$ cat src/rtl/cart_command_pkg.sv
// cart_command_pkg: opcodes, status prefix, FSM state types and status word helper shared by the cartridge command block
package cart_command_pkg;
    localparam logic [3:0] OP_NOP    = 4'h0;
    localparam logic [3:0] OP_SET_HI = 4'h1;
    localparam logic [3:0] OP_SET_LO = 4'h2;
    localparam logic [3:0] OP_READ   = 4'h3;
    localparam logic [3:0] OP_WRITE  = 4'h4;
    localparam logic [3:0] STATUS_PREFIX = 4'hA;
    typedef enum logic [1:0] {IDLE, ARG_ADDR, ARG_DATA} dec_state_t;
    typedef enum logic [2:0] {B_IDLE, SETUP, LATCH, STROBE, HOLD} bus_state_t;
    function automatic logic [15:0] status_word(input logic [3:0] op, input logic err);
        return {STATUS_PREFIX, op, 7'b0, err};
    endfunction
endpackage

$ cat src/rtl/cart_bus_cycle.sv
// cart_bus_cycle: timed GBA ROM read/write cycle on the multiplexed AD bus.
// Ports: start/rw/addr/wdata launch a cycle (rw=1 write); busy spans the cycle,
// done pulses in the last HOLD cycle, rvalid pulses in the last read STROBE cycle
// with rdata = CART_AD_IN; CART_* are the cartridge pins.
module cart_bus_cycle
    import cart_command_pkg::*;
#(
    parameter int SETUP_CYCLES  = 2,
    parameter int STROBE_CYCLES = 4,
    parameter int HOLD_CYCLES   = 1
) (
    input  logic        CLK,
    input  logic        RST,
    input  logic        start,
    input  logic        rw,
    input  logic [23:0] addr,
    input  logic [15:0] wdata,
    output logic        busy,
    output logic        done,
    output logic        rvalid,
    output logic [15:0] rdata,
    output logic [7:0]  CART_A,
    output logic [15:0] CART_AD_OUT,
    output logic        CART_AD_OE,
    input  logic [15:0] CART_AD_IN,
    output logic        CART_CS_N,
    output logic        CART_RD_N,
    output logic        CART_WR_N
);
    localparam logic [3:0] SETUP_LAST  = 4'(SETUP_CYCLES - 1);
    localparam logic [3:0] STROBE_LAST = 4'(STROBE_CYCLES - 1);
    localparam logic [3:0] HOLD_LAST   = 4'(HOLD_CYCLES - 1);

    bus_state_t  state, state_n;
    logic [3:0]  cnt, cnt_n;
    logic        last, wr;
    logic [23:0] a;
    logic [15:0] d;

    always_ff @(posedge CLK) begin
        if (RST) begin
            state <= B_IDLE;
            cnt   <= 4'd0;
            wr    <= 1'b0;
            a     <= 24'd0;
            d     <= 16'd0;
        end else begin
            state <= state_n;
            cnt   <= cnt_n;
            if (start && state == B_IDLE) begin
                wr <= rw;
                a  <= addr;
                d  <= wdata;
            end
        end
    end

    always_comb begin
        last    = cnt == (state == SETUP ? SETUP_LAST : state == STROBE ? STROBE_LAST : HOLD_LAST);
        state_n = state;
        cnt_n   = last ? 4'd0 : cnt + 4'd1;
        case (state)
            B_IDLE: begin
                cnt_n = 4'd0;
                if (start) state_n = SETUP;
            end
            SETUP:  if (last) state_n = LATCH;
            LATCH: begin
                cnt_n   = 4'd0;
                state_n = STROBE;
            end
            STROBE: if (last) state_n = HOLD;
            HOLD:   if (last) state_n = B_IDLE;
            default: state_n = B_IDLE;
        endcase
    end

    assign busy        = state != B_IDLE;
    assign done        = state == HOLD && last;
    assign rvalid      = state == STROBE && last && !wr;
    assign rdata       = CART_AD_IN;
    assign CART_A      = busy ? a[23:16] : 8'h00;
    // Write data replaces the address once the strobe phase begins.
    assign CART_AD_OUT = !busy ? 16'h0000 : (wr && (state == STROBE || state == HOLD)) ? d : a[15:0];
    assign CART_AD_OE  = state == SETUP || state == LATCH || (state == STROBE && wr);
    assign CART_CS_N   = !(state == LATCH || state == STROBE || state == HOLD);
    assign CART_RD_N   = !(state == STROBE && !wr);
    assign CART_WR_N   = !(state == STROBE && wr);
endmodule

$ cat src/rtl/cart_command.sv
// cart_command: decodes SPI command words, runs cartridge bus cycles and builds the TX response.
// Ports: CLK/RST; RX+RDY incoming word; TX response; BUSY bus cycle active;
// CART_A, CART_AD_OUT/OE/IN, CART_CS_N/RD_N/WR_N cartridge bus.
module cart_command
    import cart_command_pkg::*;
#(
    parameter int SETUP_CYCLES  = 2,
    parameter int STROBE_CYCLES = 4,
    parameter int HOLD_CYCLES   = 1
) (
    input  logic        CLK,
    input  logic        RST,
    input  logic [15:0] RX,
    input  logic        RDY,
    output logic [15:0] TX,
    output logic        BUSY,
    output logic [7:0]  CART_A,
    output logic [15:0] CART_AD_OUT,
    output logic        CART_AD_OE,
    input  logic [15:0] CART_AD_IN,
    output logic        CART_CS_N,
    output logic        CART_RD_N,
    output logic        CART_WR_N
);
    dec_state_t  state, state_n;
    logic [23:0] addr;
    logic [3:0]  last_op, op, new_op;
    logic        err, accept, is_cmd, start, illegal, report, done, rvalid;
    logic [15:0] rdata;

    always_comb begin
        op      = RX[15:12];
        accept  = RDY && !BUSY;
        is_cmd  = state == IDLE;
        start   = accept && ((is_cmd && op == OP_READ) || state == ARG_DATA);
        illegal = is_cmd && op > OP_WRITE;
        // READ answers later with its data instead of a status word.
        report  = accept && !(is_cmd && op == OP_READ);
        new_op  = is_cmd ? op : last_op;
        state_n = !accept ? state : !is_cmd ? IDLE :
                  op == OP_SET_LO ? ARG_ADDR : op == OP_WRITE ? ARG_DATA : IDLE;
    end

    always_ff @(posedge CLK) begin
        if (RST) begin
            state   <= IDLE;
            addr    <= 24'd0;
            last_op <= OP_NOP;
            err     <= 1'b0;
            TX      <= 16'h0000;
        end else begin
            state <= state_n;
            if (accept && is_cmd) last_op <= op;
            if (accept && is_cmd && op == OP_SET_HI) addr[23:16] <= RX[7:0];
            if (accept && state == ARG_ADDR) addr[15:0] <= RX;
            if (done) addr <= addr + 24'd1;
            // Overrun drops the word; an error is cleared once it has been reported.
            err <= (RDY && BUSY) ? 1'b1 : report ? 1'b0 : err;
            if (report) TX <= status_word(new_op, err | illegal);
            else if (rvalid) TX <= rdata;
        end
    end

    cart_bus_cycle #(
        .SETUP_CYCLES (SETUP_CYCLES),
        .STROBE_CYCLES(STROBE_CYCLES),
        .HOLD_CYCLES  (HOLD_CYCLES)
    ) u_bus (
        .CLK        (CLK),
        .RST        (RST),
        .start      (start),
        .rw         (state == ARG_DATA),
        .addr       (addr),
        .wdata      (RX),
        .busy       (BUSY),
        .done       (done),
        .rvalid     (rvalid),
        .rdata      (rdata),
        .CART_A     (CART_A),
        .CART_AD_OUT(CART_AD_OUT),
        .CART_AD_OE (CART_AD_OE),
        .CART_AD_IN (CART_AD_IN),
        .CART_CS_N  (CART_CS_N),
        .CART_RD_N  (CART_RD_N),
        .CART_WR_N  (CART_WR_N)
    );
endmodule
$ cat config.mk
export PLATFORM = sky130hd
export DESIGN_NAME = cart_command
export DESIGN_NICKNAME = d
export VERILOG_FILES = /design/src/rtl/cart_command_pkg.sv /design/src/rtl/cart_bus_cycle.sv /design/src/rtl/cart_command.sv
export SDC_FILE = /design/constraint.sdc
export NUM_CORES = 1
export LEC_CHECK = 0
export BUFFER_PORTS_ARGS = -buffer_cell sky130_fd_sc_hd__buf_2
export CORE_MARGIN = 2
export CORE_UTILIZATION = 56
export CTS_CLUSTER_SIZE = 10
export DETAILED_ROUTE_END_ITERATION = 7
export PLACE_DENSITY = 0.9
export SYNTH_ARGS = -nofsm -noshare
export SYNTH_HDL_FRONTEND = slang
export SYNTH_SLANG_ARGS = --single-unit
$ cat constraint.sdc
create_clock -name CLK -period 3.03 [get_ports CLK]
set_clock_uncertainty 0.2 [all_clocks]
set_input_delay 0.606 -clock CLK [delete_from_list [all_inputs] [get_ports CLK]]
set_output_delay 0.606 -clock CLK [all_outputs]
set_load 0.01 [all_outputs]
=== Word level (Yosys, flattened, before mapping) ===
Index checks and enable logic that the tools add are counted.

* Register bits: 95
* Bits in latches: 0
* Memory bits (writable): 0
* Memory bits (read-only): 0
* Input bits: 35
* Word-level logic and storage cells: 90
* Memories kept: 0

* Add/sub/neg operators: 2
* Multipliers: 0
* Divide/modulo/power cells: 0
* $lt $le $gt $ge: 1
* Equality and inequality tests: 15
* Shift operators: 0
* Multiplexer cells: 21
* Bitwise logic cells: 1
* Reduce and logical (&&, ||, !) cells: 38

{| class="wikitable"
|+ Operators with widths
! operator !! number
|-
| $mux W16 || 5
|-
| $add A24 B1 Y24 const B || 1
|-
| $mux W24 || 1
|-
| $logic_and A1 B1 Y1 || 16
|-
| $mux W8 || 2
|-
| $pmux W3 S5 || 1
|-
| $mux W3 || 4
|-
| $eq A4 B2 Y1 const B || 2
|-
| $mux W2 || 4
|-
| $mux W4 || 2
|-
| $ne A2 B1 Y1 const B || 4
|-
| $reduce_bool A2 Y1 || 4
|-
| $eq A3 B2 Y1 const B || 2
|-
| $logic_not A1 Y1 || 6
|-
| $logic_or A1 B1 Y1 || 6
|-
| $add A4 B1 Y4 const B || 1
|-
| $eq A4 B1 Y1 const B || 1
|-
| $eq A4 B3 Y1 const B || 1
|-
| $eq A4 B4 Y1 || 1
|-
| $gt A4 B3 Y1 const B || 1
|-
| $reduce_and A4 Y1 || 1
|-
| $reduce_or A4 Y1 || 1
|-
| $eq A3 B1 Y1 const B || 1
|-
| $eq A3 B3 Y1 const B || 1
|-
| 8 further kinds || 9
|}

=== Logic depth before layout (Yosys ltp) ===
* Depth after elaboration: 8
* Depth in mapped cells: 7
* Mapped depth without buffers: 5

=== Hierarchy ===
From an unflattened synthesis, not the netlist that was laid out.

* Cells, all modules: 588
* Area total of the unflattened synthesis: 4737.0 um2

{| class="wikitable"
|+ Modules (own cells, without submodules)
! module !! times used !! cells an instance !! area each (um2) !! seq. area each (um2)
|-
| cart_command || 1 || 297 || 2458.6 || 940.9
|-
| cart_bus_cycle || 1 || 291 || 2278.4 || 960.9
|}

=== Worst setup path after synthesis ===
OpenSTA, ideal clock, no wires.

* Path type: register to output
* Start: register u_bus.state[0]
* End: output port CART_AD_OUT[10]
* Arrival: 1755 ps
* Required time: 2224 ps
* Slack: 469 ps
* Cell stages (with the launch flop): 7
* Cell sequence: dfxtp_1 -> or3b_2 -> clkbuf_1 -> a21boi_1 -> buf_2 -> nand2_1 -> a21oi_1

* Longest elaborated chain between the ends: 5
* Elaborated cells between the ends (all ways): 7
* Classes of those cells: eq/ne (2); mux (2); reduce/logical (3)

{| class="wikitable"
|+ RTL lines
! element !! line !! source
|-
| start, declared || cart_bus_cycle.sv:34 || <nowiki>bus_state_t state, state_n;</nowiki>
|-
| start signal, assigned || cart_bus_cycle.sv:48 || <nowiki>state <= state_n;</nowiki>
|-
| $eq A3 B2 Y1 or $eq A3 B3 Y1 (tied branches) || cart_bus_cycle.sv:84 || <nowiki>assign CART_AD_OUT = !busy ? 16'h0000 : (wr && (state == STROBE || state == HOLD)) ? d : a[15:0];</nowiki>
|-
| $logic_or A1 B1 Y1 || cart_bus_cycle.sv:84 ||
|-
| $logic_and A1 B1 Y1 || cart_bus_cycle.sv:84 ||
|-
| $mux W16 || cart_bus_cycle.sv:84 ||
|-
| $mux W16 (*) || cart_bus_cycle.sv:84 ||
|-
| end, declared || cart_command.sv:18 || <nowiki>output logic [15:0] CART_AD_OUT,</nowiki>
|}

Mark *: on every way between the ends. The rest lies on a longest branch, timed or not.

=== Worst setup path in the final report ===
* Start: register u_bus.state[2]
* End: output port CART_AD_OUT[0]

Same word-level chain as after synthesis.

==> impl_metrics.env <==
export IMPL_min_period_ns=2.88
export IMPL_cp_arrival_ns=2.07
export IMPL_portBuffers=79
export IMPL_clk_pin_slew_worst_paths_ns=0.09
export IMPL_final_nets=698
export IMPL_vias=5079
export IMPL_wl_per_cell_um=17.8
export IMPL_grt_start_max_net_pins=47
export IMPL_clkSinkCount=95
export IMPL_num_io_pins=80
export IMPL_seq_area_um2=1900
export IMPL_total_power_w=0.00262
export IMPL_async_flop_share=0
export IMPL_ys_ff_latch=95
export IMPL_drt_total_wl_um=13700
export IMPL_multiInputGateArea_um2=2640
export IMPL_syn_area_um2=4760
export IMPL_antenna_found_initial=0
export IMPL_slew_viol_final=0
export IMPL_die_y_um=96.2
export IMPL_floorplan_initialDensity=0.580
export IMPL_rows=33
export IMPL_detail_route_first_pass_iterations=5
export IMPL_gr_total_overflow=0
export IMPL_place_area_um2=5270
export IMPL_clkLatencyLatePin_ns=0.38
export IMPL_grt_first_pass_wirelength_um=21900
export IMPL_ys_seq_area_frac=0.399
export IMPL_dp_cells=755
export IMPL_path_max_fanout=16
export IMPL_start_kind="register"
export IMPL_diodes=0
export IMPL_setup_viol=0
export IMPL_dp_hpwl_um=9500
export IMPL_syn_to_final_growth_pct=15.0
export IMPL_ys_types=61
export IMPL_drc=0
export IMPL_finalHoldViolCount=0
export IMPL_cts_setup_buffers=0
export IMPL_place_congestion=0.948
export IMPL_die_area_um2=9260
export IMPL_grt_usage=0.302
export IMPL_end_kind="output port"
export IMPL_n_fill_cell=701
export IMPL_p_leak_nw=1.91
export IMPL_drt_initial_drc_count=407
export IMPL_cts_tree="yes"
export IMPL_syn_area_per_cell_um2=7.99
export IMPL_coreArea_um2=8220
export IMPL_ir_worst_vdd_mv=0.283
export IMPL_worstPathRequired_ns=2.22
export IMPL_syn_instance_count=596
export IMPL_synth_nets=633
export IMPL_clockRootBuffer="clkbuf_8"
export IMPL_fin_tns_setup_ns=0
export IMPL_cts_buffers=9
export IMPL_finalNonFillerCells=771
export IMPL_cap_viol_max_count=0
export IMPL_power_density_nw_per_um2=478
export IMPL_synth_warnings=0
export IMPL_htreeDepth=3
export IMPL_synth_ff_type="dfxtp_1"
export IMPL_outcome="finished clean"
export IMPL_hold_class="reg2reg"
export IMPL_synth_edf_count=0
export IMPL_clockBufferDepth=2
export IMPL_tightest_slew_ns=0.855
export IMPL_rsz0062_at_grt="no"
export IMPL_cts_resized=0
export IMPL_die_w_um=96.2
export IMPL_drive_gt1_frac=0.206
export IMPL_grt_pass1_vias=4743
export IMPL_max_slew_margin=0.430
export IMPL_design_area_um2=5480
export IMPL_worstSetupPathType="reg2out"
export IMPL_max_freq_mhz=348
export IMPL_viasPerCell=6.59
export IMPL_ctsHoldBuffers=0
export IMPL_final_core_util=0.667
export IMPL_period_share=0.950
export IMPL_postRouteAntennaNets=0
-- flip-flops by register name, indices dropped and copies added, names as in the netlist --
| register | count |
|---|---|
| state | 2 |
| last_op | 4 |
| u_bus.wr | 1 |
| err | 1 |
| TX | 16 |
| u_bus.a | 24 |
| addr | 24 |
| u_bus.d | 16 |
| u_bus.cnt | 4 |
| u_bus.state | 3 |
-- cell type report --
class                      count  share of cell area
clock buffer                  10              0.0251
clock inverter                 6              0.0128
inverter                       8             0.00548
multi-input combinational    445               0.482
sequential                    95               0.347
tap                          105              0.0240
timing repair buffer         102               0.104
-- power by group --
group	switching [W]	internal (W)	leakage [nW]	total (W)
logic	0.000301	0.000133	1.03	0.000434
registers	0.0000230	0.00128	0.768	0.00131
clock network	0.000471	0.000409	0.106	0.000879
-- worst max-delay path, cell delays in order, from the launching register on --
cell and delay [ns]:
dfxtp_1 0.36, or3b_2 0.54, a21boi_1 0.19, buf_4 0.24
nand2_1 0.09, a21oi_1 0.13, buf_2 0.15
-- final timing paths --
| check | endpoint | start | cells past startpoint | slack (ns) |
|---|---|---|---|---|
| setup / recovery | CART_AD_OUT[0] | u_bus.state[2] | 6 | 0.15 |
| hold / removal | last_op[2] | last_op[2] | 2 | 0.26 |
| setup reg to reg | addr[11] | u_bus.state[2] | 6 | 0.61 |
| hold reg to reg | last_op[2] | last_op[2] | 2 | 0.26 |
-- kinds of logic (layout without fill, tap and decap cells) --
| group | Yosys count | count (layout) | share of synthesized area |
|---|---|---|---|
| AO/OA/AOI/OAI | 184 | 184 | 0.230 |
| AND/OR/NAND/NOR | 237 | 237 | 0.270 |
| adder cells (fa/ha/maj) | 2 | 2 | 0.00525 |
| XOR/XNOR | 6 | 6 | 0.0110 |
| flip-flops | 95 | 95 | 0.399 |
| multiplexers | 16 | 16 | 0.0336 |
| buffers and inverters | 56 | 126 | 0.0507 |
-- placed cells by master, fill, tap and decap left out, drive strengths merged, types with 4 or more instances in the layout --
cell type / n
buf: 102
dfxtp: 95
nand2: 71
a21oi: 70
nand3: 58
o21ai: 52
nor2: 24
mux2i: 16
a31oi: 14
or4: 14
o311ai: 12
and2: 11
a211oi: 10
clkbuf: 10
nor4: 10
nor3: 9
nand4: 9
inv: 8
nor2b: 5
clkinv: 5
o31ai: 4
xnor2: 4
and4: 4
-- cell usage after synthesis (3+ instances only) --
cell type	n	area [um^2]
or4_1	11	82.6
mux2i_1	16	160
or2_2	3	18.8
and4_1	3	26.3
buf_2	13	65.1
o211ai_1	3	22.5
dfxtp_1	95	1900
nand3_1	58	290
or3_1	3	18.8
a311oi_1	3	26.3
o311ai_0	12	105
nor2b_1	5	31.3
o31ai_1	4	30.0
nor2_1	24	90.1
inv_1	7	26.3
a31oi_1	14	87.6
nor4_1	8	50.1
o21ai_0	50	250
a211oi_1	10	75.1
clkbuf_1	33	124
a21oi_1	70	350
nor3_1	9	45.0
nand4_1	8	50.1
and2_1	11	68.8
nand2b_1	3	18.8
nand2_1	71	267
xnor2_1	4	35.0
-- stage by stage --
step	hold WS, ns	setup WS, ns
final	0.260	0.153
after floorplan	0.232	0.469
after detailed placement	0.246	0.419
after global placement	0.237	0.551
after global routing	0.272	0.0236
after CTS	0.258	0.156
-- routing by layer --
metal	vias up	part of all wire	global-route usage
li1	2332	-	-
met1	2429	0.39	0.375
met2	268	0.48	0.510
met3	50	0.089	0.0368
met4	0	0.038	0.158
met5	-	0	0
Note: power is estimated with default switching activity, not from simulation.
